<file path="config.mk">
export PLATFORM = sky130hd
export DESIGN_NAME = prog_loader
export DESIGN_NICKNAME = d
export VERILOG_FILES = /design/src/rtl/prog_loader_pkg.sv /design/src/rtl/loader_addr_cnt.sv /design/src/rtl/prog_loader.sv
export SDC_FILE = /design/constraint.sdc
export NUM_CORES = 1
export LEC_CHECK = 0
export CORE_MARGIN = 2
export CORE_UTILIZATION = 42
export CTS_CLUSTER_DIAMETER = 80
export CTS_CLUSTER_SIZE = 30
export DETAILED_ROUTE_END_ITERATION = 16
export PLACE_DENSITY = 0.84
export SLEW_MARGIN = 20
export SYNTH_ARGS = -nofsm -noshare
export SYNTH_HDL_FRONTEND = slang
export SYNTH_SLANG_ARGS = --single-unit
</file>
<file path="constraint.sdc">
create_clock -name clk -period 2.1 [get_ports clk]
set_input_delay 0.42 -clock clk [delete_from_list [all_inputs] [get_ports clk]]
set_output_delay 0.42 -clock clk [all_outputs]
set_load 0.02 [all_outputs]
</file>
<file path="src/rtl/prog_loader_pkg.sv">
// prog_loader_pkg: shared FSM encoding and sizing constants for the program loader
package prog_loader_pkg;

    typedef enum logic [2:0] {
        S_IDLE,
        S_LOAD,
        S_HOLD,
        S_RUN,
        S_ERR
    } state_e;

    localparam logic [31:0] WORD_BYTES    = 32'd4;
    localparam int          DEF_MAX_WORDS = 64;

endpackage

</file>
<file path="src/rtl/loader_addr_cnt.sv">
// loader_addr_cnt: word index counter, write-address adder and last-word compare
module loader_addr_cnt
    import prog_loader_pkg::*;
#(
    parameter int CW = 7
) (
    input  logic          clk,
    input  logic          rst_n,
    input  logic          clr_i,
    input  logic          inc_i,
    input  logic [31:0]   base_i,
    input  logic [CW-1:0] cnt_i,
    output logic [31:0]   addr_o,
    output logic          last_o
);

    logic [CW-1:0] idx_q;
    logic [CW-1:0] idx_d;

    // next index, current byte address (wraps at 32 bits) and final-word detect
    always_comb begin
        idx_d  = clr_i ? '0 : inc_i ? idx_q + CW'(1) : idx_q;
        addr_o = base_i + 32'(idx_q) * WORD_BYTES;
        last_o = (idx_q + CW'(1)) == cnt_i;
    end

    // index register, cleared by reset and by every accepted start
    always_ff @(posedge clk or negedge rst_n) begin
        if (!rst_n) begin
            idx_q <= '0;
        end else begin
            idx_q <= idx_d;
        end
    end

endmodule

</file>
<file path="src/rtl/prog_loader.sv">
// prog_loader: streams a program into instruction memory, then releases the core from reset
module prog_loader
    import prog_loader_pkg::*;
#(
    parameter int MAX_WORDS   = DEF_MAX_WORDS,
    parameter int RELEASE_CYC = 2
) (
    input  logic                       clk,
    input  logic                       rst_n,
    input  logic                       start,
    input  logic [31:0]                load_base,
    input  logic [$clog2(MAX_WORDS):0] word_cnt,
    input  logic                       src_valid,
    input  logic [31:0]                src_data,
    output logic                       src_ready,
    output logic                       imem_we,
    output logic [31:0]                imem_addr,
    output logic [31:0]                imem_wdata,
    output logic                       core_rst_n,
    output logic [31:0]                start_pc,
    output logic                       busy,
    output logic                       done,
    output logic                       error
);

    localparam int CW = $clog2(MAX_WORDS) + 1;
    localparam int HW = $clog2(RELEASE_CYC + 2);

    state_e        state_q;
    logic          src_ready_q;
    logic          imem_we_q;
    logic [31:0]   imem_addr_q;
    logic [31:0]   imem_wdata_q;
    logic          core_rst_n_q;
    logic [31:0]   start_pc_q;
    logic          busy_q;
    logic          done_q;
    logic          error_q;
    logic [CW-1:0] cnt_q;
    logic [HW-1:0] hold_q;

    logic          start_ok;
    logic          start_acc;
    logic          take;
    logic [31:0]   wr_addr;
    logic          last_word;

    // start legality, accepted start and accepted source word
    always_comb begin
        start_ok  = (load_base[1:0] == 2'b00) && (word_cnt <= CW'(MAX_WORDS));
        start_acc = start && start_ok && ((state_q == S_IDLE) || (state_q == S_ERR));
        take      = (state_q == S_LOAD) && src_valid;
    end

    loader_addr_cnt #(
        .CW (CW)
    ) u_addr_cnt (
        .clk    (clk),
        .rst_n  (rst_n),
        .clr_i  (start_acc),
        .inc_i  (take),
        .base_i (start_pc_q),
        .cnt_i  (cnt_q),
        .addr_o (wr_addr),
        .last_o (last_word)
    );

    // loader FSM with all outputs registered alongside the state
    always_ff @(posedge clk or negedge rst_n) begin
        if (!rst_n) begin
            state_q      <= S_IDLE;
            src_ready_q  <= 1'b0;
            imem_we_q    <= 1'b0;
            imem_addr_q  <= '0;
            imem_wdata_q <= '0;
            core_rst_n_q <= 1'b0;
            start_pc_q   <= '0;
            busy_q       <= 1'b0;
            done_q       <= 1'b0;
            error_q      <= 1'b0;
            cnt_q        <= '0;
            hold_q       <= '0;
        end else begin
            imem_we_q <= 1'b0;
            done_q    <= 1'b0;
            case (state_q)
                S_IDLE, S_ERR: begin
                    if (start && !start_ok) begin
                        state_q <= S_ERR;
                        error_q <= 1'b1;
                    end else if (start_acc) begin
                        error_q    <= 1'b0;
                        start_pc_q <= load_base;
                        cnt_q      <= word_cnt;
                        busy_q     <= 1'b1;
                        if (word_cnt == '0) begin
                            // no write to wait for: the start cycle stands in for the last write
                            state_q <= S_HOLD;
                            hold_q  <= HW'(1);
                        end else begin
                            state_q     <= S_LOAD;
                            src_ready_q <= 1'b1;
                        end
                    end
                end
                S_LOAD: begin
                    if (take) begin
                        imem_we_q    <= 1'b1;
                        imem_addr_q  <= wr_addr;
                        imem_wdata_q <= src_data;
                        if (last_word) begin
                            state_q     <= S_HOLD;
                            src_ready_q <= 1'b0;
                            hold_q      <= '0;
                        end
                    end
                end
                S_HOLD: begin
                    if (hold_q >= HW'(RELEASE_CYC)) begin
                        state_q      <= S_RUN;
                        busy_q       <= 1'b0;
                        core_rst_n_q <= 1'b1;
                        done_q       <= 1'b1;
                    end else begin
                        hold_q <= hold_q + HW'(1);
                    end
                end
                default: begin
                end
            endcase
        end
    end

    // drive ports straight from the registers
    always_comb begin
        src_ready  = src_ready_q;
        imem_we    = imem_we_q;
        imem_addr  = imem_addr_q;
        imem_wdata = imem_wdata_q;
        core_rst_n = core_rst_n_q;
        start_pc   = start_pc_q;
        busy       = busy_q;
        done       = done_q;
        error      = error_q;
    end

endmodule

</file>
==> flow_summary.ini <==
[die]
die_x_um = 119.8
die_area_sq_um = 14360
core_area_sq_um = 13190
fp-row-count = 42
die_y_um = 119.8
start_util_pct = 42.73
ioPinCount = 177

[final_layout]
diodes = 0
area_growth_pct = 55.21
nets = 865
post-route-util_pct = 66.33
layout-drive-gt1-share_pct = 18.79

[synth]
synthArstFlopShare_pct = 100.0
synth_compound_area_share_pct = 8.990
synthFlopType = dfrtp_1
synth_top_cell_by_area = dfrtp_1
synthXorXnorAreaFrac_pct = 5.438
synth-simple-area-share_pct = 19.36
synth_area_leaders = dfrtp_1 54%, nand2_1 10%, mux2_2 6.4%
ys_ff_latch = 121
yosys_warnings = 0
yosysUniqueCellTypes = 52
synth_edf_count = 0
synth.most_common_cell = nand2_1
synth_adder_area_share_pct = 2.353
syn_area_sq_um = 5637
syn_inst = 563
postSynthAreaPerCell_sq_um = 10.01
seq_area_frac_synth_pct = 53.72
muxShareOfSynthArea_pct = 6.570
synth_common_cells = 154 x nand2_1, 121 x dfrtp_1, 32 x mux2_2, 28 x o21ai_0, 22 x xor2_1
syn-num-nets = 648
synth_top_family_by_area = simple AND/OR/NAND/NOR gates
netlist.area_leader.share_pct = 53.72

[sta]
finalCritPeriodShare_pct = 101.8
tns_ns = -0.1380
finalCriticalPeriod_ns = 2.139
fmax_mhz = 467.6
finalHoldViolCount = 0
drv_slew = 0
rsz0062_at_grt = yes
setup_violations = 6
worst_slack_ns = -0.03863
finClkSkew_ns = 0.007074
max_slew_margin_pct = 62.04
tightest_slew_ns = 0.5651

[power]
peakVddDrop_mv = 0.5119
p_total_mw = 8.037
p_leak_nw = 3.918
clkPwrFrac_pct = 38.2
pwr-share-seq_pct = 37.4
power_frac_comb_pct = 24.4
swShare_pct = 28.25
power.internal_mw = 5.766
switching_power_mw = 2.271
p_per_area_nw_per_um2 = 918.7

[critical_path]
r2r_start = u_addr_cnt.idx_q[0]
critPathSlowestCell = or4_4
r2r_end = imem_addr[12]
crit_arrival_ns = 2.49
required_ns = 2.45
r2r_slack_ns = -0.04
path_max_fanout = 5
setup.worst_path.class = reg -> reg
max_stage_delay_ns = 0.42
path_cells = ha_4 > inv_2 > fa_2 > nand2b_4 > a21o_4 > a21o_4 > or4_4 > nand3_2
crit_top_cell = a21o_4
r2r_cells = 8
cp-start-kind = register
cp-end-kind = register

[drt]
vias = 5031
wl_per_cell_um = 16.00
dr.pass1.iters = 4
drc = 0
drt_iter0_markers = 295
drtAntennaViolNets = 0
viasPerCell = 5.192
wirelength_um = 15500

[clock_tree]
clk_path_buf_depth = 2
clock_latency_ns = 0.41
cts_root_buf = clkbuf_16
numCtsBuffers = 17
clk_pin_slew_ns = 0.05
htree_levels = 4
cts_tree = built
numClockSinks = 121

[global_routing]
track_usage_pct = 22.33
grt_pass1_vias = 5159
grt_pass1_wl_um = 25140
gr-total-overflow = 0
antenna_found_initial = 0
grt_max_degree = 38

[outcome]
violations = negative setup slack
status = finished, violations left

[min_path]
hold_path_class = reg -> reg
hold_path_end = imem_wdata[7]
hp-start = imem_wdata[7]
min_path_cells = 2

[place]
dpl.hpwl_um = 11400
numPortBuffers = 176
gp_congestion = 0.8354

[run]
maxCapViolations = 0
state kept, by name (all words and copies together) (netlist names):
name and count:
imem_wdata 32, start_pc 32, imem_addr 32, cnt_q 7
state_q 3, imem_we 1, busy 1, src_ready 1
u_addr_cnt.idx_q 7, error 1, core_rst_n 1, done 1
hold_q 2
metrics by stage:
stage | setup slack (ns) | std cells | cell area, sq um | hold slack (ns)
floorplan | -0.1124 | 563 | 5675 | 0.1244
global placement | -0.1893 | 931 | 7960 | 0.4055
detailed placement | -0.2819 | 931 | 7960 | 0.4176
CTS | -0.03566 | 966 | 8641 | 0.4757
global route | -0.09898 | 969 | 8748 | 0.4890
finish | -0.03863 | 969 | 8748 | 0.4721
timing repair:
item / 4_1_cts / 5_1_grt
hold endpoints to repair: 30 / 0
pin swaps: 4 / 11
hold buffers: 1 / 0
buffers inserted: 2 / 2
resized for setup: 4 / 14
setup endpoints to repair: 9 / 15
gates cloned: 0 / 1
cell type report:
cell class | instances | area (sq um)
flip-flops and latches | 121 | 3030
multi-input cells | 398 | 2557
well taps | 176 | 220.2
inverters | 14 | 52.55
repair buffers | 228 | 2251
fillers | 993 | 4442
clock inverters | 6 | 107.6
clock buffers | 26 | 529.3
kinds of logic (layout without fill, tap and decap cells):
| group | Yosys count | in the layout |
|---|---|---|
| AOI/OAI and AO/OA | 76 | 77 |
| DFF | 121 | 121 |
| buffers and inverters | 45 | 274 |
| xor gates and xnor gates | 35 | 35 |
| muxes | 33 | 33 |
| adders and majority gates | 10 | 10 |
| and+or+nand+nor | 243 | 243 |
cells in the final DEF, fill, tap and decap left out, types with 15 or more instances in the layout:
| cell type | count |
|---|---|
| mux2_2 | 32 |
| xor2_1 | 22 |
| clkdlybuf4s50_1 | 175 |
| clkbuf_16 | 17 |
| o21ai_0 | 27 |
| nand2_1 | 154 |
| dfrtp_1 | 119 |
| nor2_1 | 21 |
| buf_4 | 42 |
| nand4_1 | 15 |
worst max-delay path by stage:
stage                                    from             to  depth (start not counted)
after floorplan                   start_pc[2]  imem_addr[18]                          9
after global placement            word_cnt[1]   start_pc[20]                          6
after detailed placement          word_cnt[1]    start_pc[4]                          6
after CTS                 u_addr_cnt.idx_q[0]  imem_addr[18]                          8
after global routing      u_addr_cnt.idx_q[0]  imem_addr[12]                          9
final                     u_addr_cnt.idx_q[0]  imem_addr[12]                          8
per-layer routing:
| layer | track usage (%) | part of all wire, % | vias to the layer above |
|---|---|---|---|
| met3 | 5.608 | 5.5 | 27 |
| met2 | 37.36 | 50 | 182 |
| li1 | - | - | 2350 |
| met4 | 9.338 | 2.2 | 0 |
| met5 | 0 | 0 | - |
| met1 | 27.59 | 42 | 2472 |
worst max-delay path, delay by kind of cell (launching register included):
kind,cells,cell delay [ns]
AND/OR/NAND/NOR,3,0.67
AO/OA/AOI/OAI,2,0.46
buffers and inverters,1,0.04
flip-flops,1,0.41
adder cells (fa/ha/maj),2,0.50
power by group through the flow:
stage,Clock [mW],Combinational (mW),Sequential (mW)
after floorplan,0,0.549,3.33
after global placement,0,1.87,3.01
after detailed placement,0,1.93,3.03
after CTS,3.13,1.96,3.00
after global routing,3.25,2.10,3.05
final,3.07,1.96,3.01
No activity file was read; power rests on OpenSTA's default activity.
